File: src/rtl/conv_mac_0_pkg.sv
// Shared widths and defaults for the layer-0 convolution MAC and its helpers.
package conv_mac_0_pkg;

    localparam int COEFF_WIDTH   = 16;
    localparam int DATA_WIDTH    = 16;
    localparam int KERN_S_0      = 9;
    localparam int SHIFT_DEFAULT = 8;

    // Accumulator wide enough to sum kern_s full-width products without overflow.
    function automatic int acc_width(input int coeff_w, input int data_w, input int kern_s);
        return coeff_w + data_w + $clog2(kern_s);
    endfunction

endpackage

File: src/rtl/conv_mac_0_mac_sat_round.sv
// Combinational rescale: round-half-up arithmetic shift, saturate to DATA_W, optional ReLU.
module mac_sat_round #(
    parameter int ACC_W  = 36,
    parameter int DATA_W = 16,
    parameter int SHIFT  = 8,
    parameter int RELU   = 0
) (
    input  logic signed [ACC_W-1:0]  acc_i,
    output logic signed [DATA_W-1:0] res_o
);

    // One guard bit so the rounding bias can never wrap the accumulator.
    localparam int EXT_W = ACC_W + 1;
    localparam logic signed [EXT_W-1:0] HALF_C = {{(EXT_W-1){1'b0}}, 1'b1} << (SHIFT - 1);
    localparam logic signed [EXT_W-1:0] MAX_C  = {{(EXT_W-DATA_W+1){1'b0}}, {(DATA_W-1){1'b1}}};
    localparam logic signed [EXT_W-1:0] MIN_C  = ~MAX_C;

    logic signed [EXT_W-1:0]  biased_s;
    logic signed [EXT_W-1:0]  shifted_s;
    logic signed [DATA_W-1:0] sat_s;

    // Round, clamp to the result range, then apply the optional ReLU.
    always_comb begin
        biased_s  = {acc_i[ACC_W-1], acc_i} + HALF_C;
        shifted_s = biased_s >>> SHIFT;
        if (shifted_s > MAX_C) begin
            sat_s = MAX_C[DATA_W-1:0];
        end else if (shifted_s < MIN_C) begin
            sat_s = MIN_C[DATA_W-1:0];
        end else begin
            sat_s = shifted_s[DATA_W-1:0];
        end
        if ((RELU != 0) && sat_s[DATA_W-1]) begin
            res_o = '0;
        end else begin
            res_o = sat_s;
        end
    end

endmodule

File: src/rtl/conv_mac_0.sv
// Layer-0 convolution MAC: pairs weight/pixel FIFO words, accumulates one kernel
// window, rescales the sum and pushes one result per window to the output FIFO.
module conv_mac_0
    import conv_mac_0_pkg::*;
#(
    parameter int COEFF_W = COEFF_WIDTH,
    parameter int DATA_W  = DATA_WIDTH,
    parameter int KERN_S  = KERN_S_0,
    parameter int SHIFT   = SHIFT_DEFAULT,
    parameter int RELU    = 0
) (
    input  logic               ap_clk,
    input  logic               ap_rst,
    input  logic [COEFF_W-1:0] weight_V_dout,
    input  logic               weight_V_empty_n,
    output logic               weight_V_read,
    input  logic [DATA_W-1:0]  pixel_V_dout,
    input  logic               pixel_V_empty_n,
    output logic               pixel_V_read,
    output logic [DATA_W-1:0]  output_V_din,
    input  logic               output_V_full_n,
    output logic               output_V_write
);

    localparam int ACC_W  = acc_width(COEFF_W, DATA_W, KERN_S);
    localparam int PROD_W = COEFF_W + DATA_W;
    localparam int TAP_W  = $clog2(KERN_S);
    localparam logic [TAP_W-1:0] LAST_TAP = TAP_W'(KERN_S - 1);
    localparam logic [TAP_W-1:0] TAP_ONE  = TAP_W'(1);

    logic [TAP_W-1:0]         tap_q, tap_d;
    logic signed [PROD_W-1:0] p_q, p_d;
    logic                     p_valid_q, p_valid_d;
    logic                     p_first_q, p_first_d;
    logic                     p_last_q, p_last_d;
    logic signed [ACC_W-1:0]  acc_q, acc_d;
    logic signed [ACC_W-1:0]  acc_sum_s;
    logic signed [DATA_W-1:0] out_q, out_d;
    logic signed [DATA_W-1:0] post_s;
    logic                     out_valid_q, out_valid_d;
    logic                     pop_s;
    logic                     write_s;
    logic                     load_s;

    // Handshake: both inputs are always consumed as a pair; a stalled result blocks pops.
    always_comb begin
        write_s = out_valid_q & output_V_full_n;
        pop_s   = weight_V_empty_n & pixel_V_empty_n
                & ~(out_valid_q & ~output_V_full_n) & ~ap_rst;
    end

    // Product stage: multiply the popped pair and tag window start/end.
    always_comb begin
        tap_d     = tap_q;
        p_d       = p_q;
        p_first_d = p_first_q;
        p_last_d  = p_last_q;
        p_valid_d = 1'b0;
        if (pop_s) begin
            p_d       = PROD_W'($signed(weight_V_dout)) * PROD_W'($signed(pixel_V_dout));
            p_valid_d = 1'b1;
            p_first_d = (tap_q == '0);
            p_last_d  = (tap_q == LAST_TAP);
            if (tap_q == LAST_TAP) begin
                tap_d = '0;
            end else begin
                tap_d = tap_q + TAP_ONE;
            end
        end else begin
            p_valid_d = 1'b0;
        end
    end

    // Accumulate stage: the first tap restarts the sum instead of adding to the old one.
    always_comb begin
        acc_sum_s = (p_first_q ? '0 : acc_q) + {{(ACC_W-PROD_W){p_q[PROD_W-1]}}, p_q};
        load_s    = p_valid_q & p_last_q;
        acc_d     = acc_q;
        if (p_valid_q) begin
            acc_d = acc_sum_s;
        end else begin
            acc_d = acc_q;
        end
    end

    mac_sat_round #(
        .ACC_W (ACC_W),
        .DATA_W(DATA_W),
        .SHIFT (SHIFT),
        .RELU  (RELU)
    ) u_sat (
        .acc_i(acc_sum_s),
        .res_o(post_s)
    );

    // Output register: a fresh result keeps out_valid set even if the old one leaves now.
    always_comb begin
        out_d       = out_q;
        out_valid_d = out_valid_q;
        if (load_s) begin
            out_d       = post_s;
            out_valid_d = 1'b1;
        end else if (write_s) begin
            out_valid_d = 1'b0;
        end else begin
            out_valid_d = out_valid_q;
        end
    end

    // Pipeline state registers.
    always_ff @(posedge ap_clk or posedge ap_rst) begin
        if (ap_rst) begin
            tap_q       <= '0;
            p_q         <= '0;
            p_valid_q   <= 1'b0;
            p_first_q   <= 1'b0;
            p_last_q    <= 1'b0;
            acc_q       <= '0;
            out_q       <= '0;
            out_valid_q <= 1'b0;
        end else begin
            tap_q       <= tap_d;
            p_q         <= p_d;
            p_valid_q   <= p_valid_d;
            p_first_q   <= p_first_d;
            p_last_q    <= p_last_d;
            acc_q       <= acc_d;
            out_q       <= out_d;
            out_valid_q <= out_valid_d;
        end
    end

    assign weight_V_read  = pop_s;
    assign pixel_V_read   = pop_s;
    assign output_V_din   = out_q;
    assign output_V_write = write_s;

endmodule

File: config.mk
export PLATFORM = sky130hd
export DESIGN_NAME = conv_mac_0
export DESIGN_NICKNAME = d
export VERILOG_FILES = /design/src/rtl/conv_mac_0_pkg.sv /design/src/rtl/conv_mac_0_mac_sat_round.sv /design/src/rtl/conv_mac_0.sv
export SDC_FILE = /design/constraint.sdc
export NUM_CORES = 1
export LEC_CHECK = 0
export BUFFER_PORTS_ARGS = -buffer_cell sky130_fd_sc_hd__buf_2
export CAP_MARGIN = 15
export CORE_MARGIN = 5
export CORE_UTILIZATION = 25
export CTS_CLUSTER_SIZE = 28
export DETAILED_ROUTE_END_ITERATION = 10
export SLEW_MARGIN = 15
export SYNTH_ARGS = -nofsm -noshare
export SYNTH_HDL_FRONTEND = slang
export SYNTH_HIERARCHICAL = 1
export SYNTH_SLANG_ARGS = --single-unit
File: constraint.sdc
create_clock -name ap_clk -period 7.6 [get_ports ap_clk]
set_clock_uncertainty 0.1 [all_clocks]
set_input_delay 1.52 -clock ap_clk [delete_from_list [all_inputs] [get_ports ap_clk]]
set_output_delay 1.52 -clock ap_clk [all_outputs]
set_load 0.05 [all_outputs]
==> results by group, run 1 <==
Timing
  • Fin. Hold Viols: 0
  • # setup viols final: 0
  • RSZ-0062 raised after global routing: false
  • Max Transition Viols Final: 0
  • Fmax: 136 MHz
  • Slew @ Worst Pin: 0.904 ns
  • Period Utilization, post-route: 97.0%
  • Fin Hold WS: 0.388 ns
  • Relative slew slack: 39.5%
  • Final min period: 7.37 ns

Worst setup path
  • Worst endpoint required time: 7.74 ns
  • Worst setup path end: p_q[28]
  • Worst-path maximum fanout: 7
  • CP max-delay cell: fa_1
  • Setup crit end kind: flip-flop
  • Critical Path, Cell by Cell: buf_2 -> buf_4 -> and2_1 -> fa_1 -> inv_1 -> fa_1 -> fa_1 -> fa_1 -> inv_1 -> fa_1 -> inv_1 -> fa_1 -> inv_1 -> ha_1 -> a21o_1 -> a21oi_1 -> nand3b_1 -> nand2_1 -> and4bb_2 -> o31ai_1 -> buf_4 -> o21a_1 -> or3_1 -> a31o_2
  • Worst setup SP type: input port
  • Crit path DAT: 7.51 ns
  • Flop-to-flop setup slack: 1.11 ns
  • Cell repeated most along the worst path: fa_1
  • Reg2reg end: output_V_din[4]
  • WP buf/inv: 7
  • Crit Path Category: input port to flip-flop
  • Reg2Reg Launch Point: p_first_q
  • CP max stage delay: 0.57 ns
  • Crit path depth: 24
  • FF-to-FF path depth: 20
  • Crit-path leading delay family: adder cells
  • Crit path from: weight_V_dout[6]

Global routing
  • Met3 Use GR: 1.02%
  • First-pass GRT wire length: 63.5 mm
  • Layer with the highest usage: met2
  • GR Util met1: 16.2%
  • Largest net degree at the start of global routing: 68
  • Met2 Use GR: 16.7%
  • Number of global-route vias before repair: 12.2k
  • Grt ovf: 0
  • Initial antenna violation count: 0
  • All-Layer GR Usage: 10.7%

Clock network
  • H-tree level count: 3
  • CTS tree: yes
  • Clock latency at the later pin of the worst-skew pair: 0.36 ns
  • Hold Buf Count CTS: 0
  • Clk buf depth: 2
  • Root buf cell: clkbuf_16
  • Clock sink count: 92
  • Post-CTS Setup Repair Bufs: 0
  • Num CTS Buffers: 9
  • Clock Pin Slew Worst Setup and Hold Paths: 0.06 ns

Die
  • Die W: 266 um
  • Die area: 0.0707 mm2
  • Die height: 266 um
  • IO Pins: 56
  • Total core area: 0.0647 mm2
  • Initial core utilization: 25.3%
  • Cell Rows: 93

Final layout
  • Inserted Diodes: 0
  • Layout Nets: 2352
  • Filler Cells Inserted: 7017
  • Finished Layout Cells: 2790
  • Commonest non-fill, non-tap cell in the layout: inv_1
  • Commonest cells after routing, fill and taps aside: 354 x inv_1, 263 x fa_1, 203 x nand2_1
  • Area growth, synth to finish: 14.2%
  • Layout cells sized above 1: 13.3%

Route
  • Vias: 11.9k
  • Wire per inst: 13.2 um
  • Antenna Violating Nets Remaining: 0
  • Vias per cell: 4.27
  • DRT Pass-1 Iters: 5
  • Initial drt markers: 423
  • Drt drc: 0
  • WL final: 36.9 mm

Placed design
  • DP HPWL: 31.7 mm
  • DP Cell Count: 2776
  • GP Congestion: 0.819
  • Port Buffers: 55

Worst hold path
  • Worst hold path cell count: 2
  • Hold WC Path Type: flip-flop to flip-flop

Status
  • Outcome: complete, no violations

Synthesis
  • Syn nets: 2229
  • Post-synthesis cell area: 0.0164 mm2
  • Syn Inst Count: 1809
  • Post-Syn Area per Cell: 9.05 um2
  • Yosys warning count: 6

Job
  • Number of max-cap violations: 0
layer usage:
layer	routed length, um	up-vias
li1	-	5947
met2	15900	162
met1	19500	5778
met5	0	-
met3	985	22
met4	435	0
metrics by stage:
stage	area, um2	utilization (%)	TNS, ns	worst slack, ns
after CTS	18700	28.8	0	0.113
after floorplan	16400	-	0	0.0569
after global placement	18400	28.4	-0.799	-0.279
final	18700	28.9	0	0.229
after global routing	18700	28.9	0	0.00712
after detailed placement	18400	28.4	-1.02	-0.256
registers in the layout, summed over array words and instances, names as in the netlist:
register / count
acc_q: 36
p_q: 32
output_V_din: 16
tap_q: 4
out_valid_q: 1
p_first_q: 1
p_last_q: 1
p_valid_q: 1
repair_timing:
action | 4_1_cts | 5_1_grt
endpoints found under the setup margin | 0 | 5
endpoints found under the hold margin | 0 | 0
resized for setup | 0 | 12
worst reg2reg max path, delay by kind of cell, from the launching register on:
kind,cells,cell delay (ns)
AO/OA/AOI/OAI,7,2.49
XOR/XNOR,2,0.57
adder cells (fa/ha/maj),1,0.37
buffers and inverters,1,0.42
flip-flops,1,0.53
multiplexers,1,0.33
AND/OR/NAND/NOR,8,1.59
area by class of cell:
| type | count | area (um2) | area share [%] |
|---|---|---|---|
| clock inverters | 2 | 60.1 | 0.321 |
| flip-flops and latches | 92 | 2300 | 12.3 |
| repair buffers | 170 | 1160 | 6.18 |
| well taps | 855 | 1070 | 5.72 |
| inverters | 356 | 1340 | 7.16 |
| clock buffers | 12 | 246 | 1.32 |
| multi-input cells | 1303 | 12500 | 67.0 |
how the worst min path moves through the flow:
stage	endpoint	from
after floorplan	p_q[21]	p_q[21]
after global placement	p_q[6]	p_q[6]
after detailed placement	acc_q[29]	acc_q[29]
after CTS	acc_q[29]	acc_q[29]
after global routing	acc_q[5]	acc_q[5]
final	acc_q[29]	acc_q[29]
Power of run 1 is not shown: default switching activity piles up to over one toggle a cycle in this logic, so the estimate is an artifact.
==> inputs of run 2 (changes only) <==
--- a/config.mk
+++ b/config.mk
@@ -5,12 +5,14 @@
 export SDC_FILE = /design/constraint.sdc
 export NUM_CORES = 1
 export LEC_CHECK = 0
+export ABC_AREA = 1
 export BUFFER_PORTS_ARGS = -buffer_cell sky130_fd_sc_hd__buf_2
 export CAP_MARGIN = 15
 export CORE_MARGIN = 5
 export CORE_UTILIZATION = 25
 export CTS_CLUSTER_SIZE = 28
 export DETAILED_ROUTE_END_ITERATION = 10
+export GPL_TIMING_DRIVEN = 0
 export SLEW_MARGIN = 15
 export SYNTH_ARGS = -nofsm -noshare
 export SYNTH_HDL_FRONTEND = slang
==> run 2 against run 1 <==
  * Cell area is 6.8% higher
  * Synthesized area is 11% higher
  * Flip-flop and latch count stayed put
  * Largest cell class unchanged
==> results by group, run 2 <==
Final layout
  • Commonest cells after routing, fill and taps aside: 751 x nand2_1, 661 x inv_1, 262 x fa_1
  • Commonest non-fill, non-tap cell in the layout: nand2_1
  • Filler Cells Inserted: 8119 (+16%)
  • Area growth, synth to finish: 9.58%
  • Layout cells sized above 1: 5.66% (-7.6 points)
  • Finished Layout Cells: 3610 (+29%)
  • Max reg flops: 36 (unchanged)
  • Layout Nets: 3066 (+30%)
  • Inserted Diodes: 0 (unchanged)
  • Largest Register: acc_q

Status
  • Outcome: complete, no violations

Worst setup path
  • Worst-path maximum fanout: 10 (+3)
  • Crit path DAT: 7.43 ns (-0.08 ns)
  • Crit Path Category: input port to flip-flop
  • Crit-path leading delay family: adder cells
  • Setup crit end kind: flip-flop
  • Worst setup SP type: input port
  • Cell repeated most along the worst path: nand2_1
  • WP buf/inv: 5 (-2)
  • Crit path from: pixel_V_dout[1]
  • CP max-delay cell: fa_1
  • Reg2Reg Launch Point: p_first_q
  • Worst endpoint required time: 7.77 ns (+0.03 ns)
  • CP max stage delay: 0.61 ns (+0.04 ns)
  • Critical Path, Cell by Cell: clkbuf_1 -> clkbuf_1 -> nand2_1 -> fa_1 -> fa_1 -> fa_1 -> fa_1 -> inv_1 -> fa_1 -> inv_1 -> fa_1 -> inv_1 -> ha_1 -> nand2_1 -> nor2_1 -> nor3b_2 -> nand2_1 -> nand2_1 -> nand2_1 -> nand2_1 -> nand2_1 -> nand3_1 -> nand2_1

Synthesis
  • Yosys warning count: 6 (unchanged)
  • Syn nets: 3023 (+36%)
  • Post-Syn Area per Cell: 7.00 um2 (-23%)
  • Syn Inst Count: 2603 (+44%)
  • Post-synthesis cell area: 0.0182 mm2 (+11%)

Die
  • Initial core utilization: 25.1% (-0.19 points)
  • Die height: 280 um (+5.3%)
  • Die area: 0.0784 mm2 (+11%)
  • Die W: 280 um (+5.3%)
  • IO Pins: 56 (unchanged)
  • Cell Rows: 99 (+6.5%)
  • Total core area: 0.0726 mm2 (+12%)

Placed design
  • GP Congestion: 0.964 (+18%)
  • DP HPWL: 44.1 mm (+39%)
  • DP Cell Count: 3591 (+29%)
  • Port Buffers: 28 (-49%)

Route
  • Routed wl met3: 2.64 mm (+170%)
  • Routed length on met1: 23.7 mm (+21%)
  • Wire per inst: 14.2 um (+7.5%)
  • DRT Pass-1 Iters: 5 (unchanged)
  • Max Used Layer: met4
  • Initial drt markers: 1059 (+150%)
  • Vias per cell: 4.35 (+1.9%)
  • Vias: 15.7k (+32%)
  • Met2 wire length: 23.8 mm (+49%)
  • WL final: 51.3 mm (+39%)
  • Antenna Violating Nets Remaining: 0 (unchanged)
  • Drt drc: 0 (unchanged)

Timing
  • Max Transition Viols Final: 0 (unchanged)
  • Slew @ Worst Pin: 0.706 ns (-0.198 ns)
  • Final min period: 7.26 ns (-0.114 ns)
  • # setup viols final: 0 (unchanged)
  • RSZ-0062 raised after global routing: true
  • Period Utilization, post-route: 95.5% (-1.5 points)
  • Fin. Hold Viols: 0 (unchanged)
  • Relative slew slack: 52.9% (+13 points)
  • Fmax: 138 MHz (+1.6%)

Clock network
  • Clock Pin Slew Worst Setup and Hold Paths: 0.09 ns (+0.03 ns)
  • CTS tree: yes
  • Clock latency at the later pin of the worst-skew pair: 0.37 ns (about the same)
  • Num CTS Buffers: 9 (unchanged)
  • Clk buf depth: 2 (unchanged)
  • Clock sink count: 92 (unchanged)
  • Root buf cell: clkbuf_16
  • H-tree level count: 3 (unchanged)

Global routing
  • Initial antenna violation count: 0 (unchanged)
  • First-pass GRT wire length: 84.9 mm (+34%)
  • All-Layer GR Usage: 13.4% (+2.7 points)
  • Number of global-route vias before repair: 15.9k (+30%)
  • Grt ovf: 0 (unchanged)
  • Largest net degree at the start of global routing: 53 (-22%)

Job
  • Number of max-cap violations: 0 (unchanged)

Worst hold path
  • Hold Path Origin: acc_q[33]
  • Hold WC Path Type: flip-flop to flip-flop
run 2: final timing paths:
path,endpoint,slack [ns],cells after the start
max reg2reg,output_V_din[13],2.55,26
min reg2reg,acc_q[33],0.38,2
max in group asynchronous,p_q[10],5.63,3
min in group asynchronous,output_V_din[1],1.10,2
min,acc_q[33],0.38,2
max,p_q[23],0.34,23
run 2: through the flow:
step	instance area, um2	hold WS [ns]	TNS [ns]	setup slack (ns)	util (%)
after floorplan	18200	0.349	0	0.334	-
after global routing	20000	0.401	-0.00787	-0.00787	27.5
after global placement	19600	0.364	-8.85	-0.935	27.0
after CTS	19900	0.387	0	0.0276	27.4
after detailed placement	19600	0.366	-7.56	-0.912	27.0
final	20000	0.381	0	0.343	27.5
run 2: area by class of cell:
type                    count  area (um2)  area share, %
clock buffers               9         225           1.13
inverters                 670        2520           12.6
multi-input cells        1759       13100           65.5
plain buffers              82         377           1.89
repair buffers             32         190          0.952
well taps                 959        1200           6.01
flip-flops and latches     92        2300           11.5
clock inverters             7        86.3          0.432
run 2: worst register-to-register path, cell delays in order (launching register included):
cell and delay [ns]:
dfrtp_1 0.32, clkbuf_1 0.43, clkbuf_1 0.47, nor2_1 0.13
ha_1 0.38, nand2_1 0.14, inv_1 0.05, a21oi_1 0.22
inv_1 0.06, a21oi_1 0.16, nand2_1 0.13, o21ai_0 0.31
and2_1 0.28, nand2_1 0.10, nor2_1 0.24, nand2_1 0.08
nor2_1 0.22, nand2_1 0.08, nand2_1 0.07, nand2_1 0.07
nor2_1 0.09, and3_1 0.17, nand2_2 0.07, nand2_4 0.10
buf_8 0.13, nand2_1 0.06, mux2_2 0.26
run 2: per-layer routing:
metal,vias to the layer above,GRT usage (%)
met2,409,22.6
met3,72,1.25
li1,7686,-
met1,7535,18.7
met5,-,0
met4,0,3.18
run 2: timing repair:
action / CTS / global route
hold endpoints to repair: 0 / 0
pin swaps: 0 / 1
setup endpoints to repair: 8 / 15
gates resized for setup: 4 / 54
setup buffers: 0 / 3
hold buffers: 0 / 0
Power of run 2 is left out for the same reason.
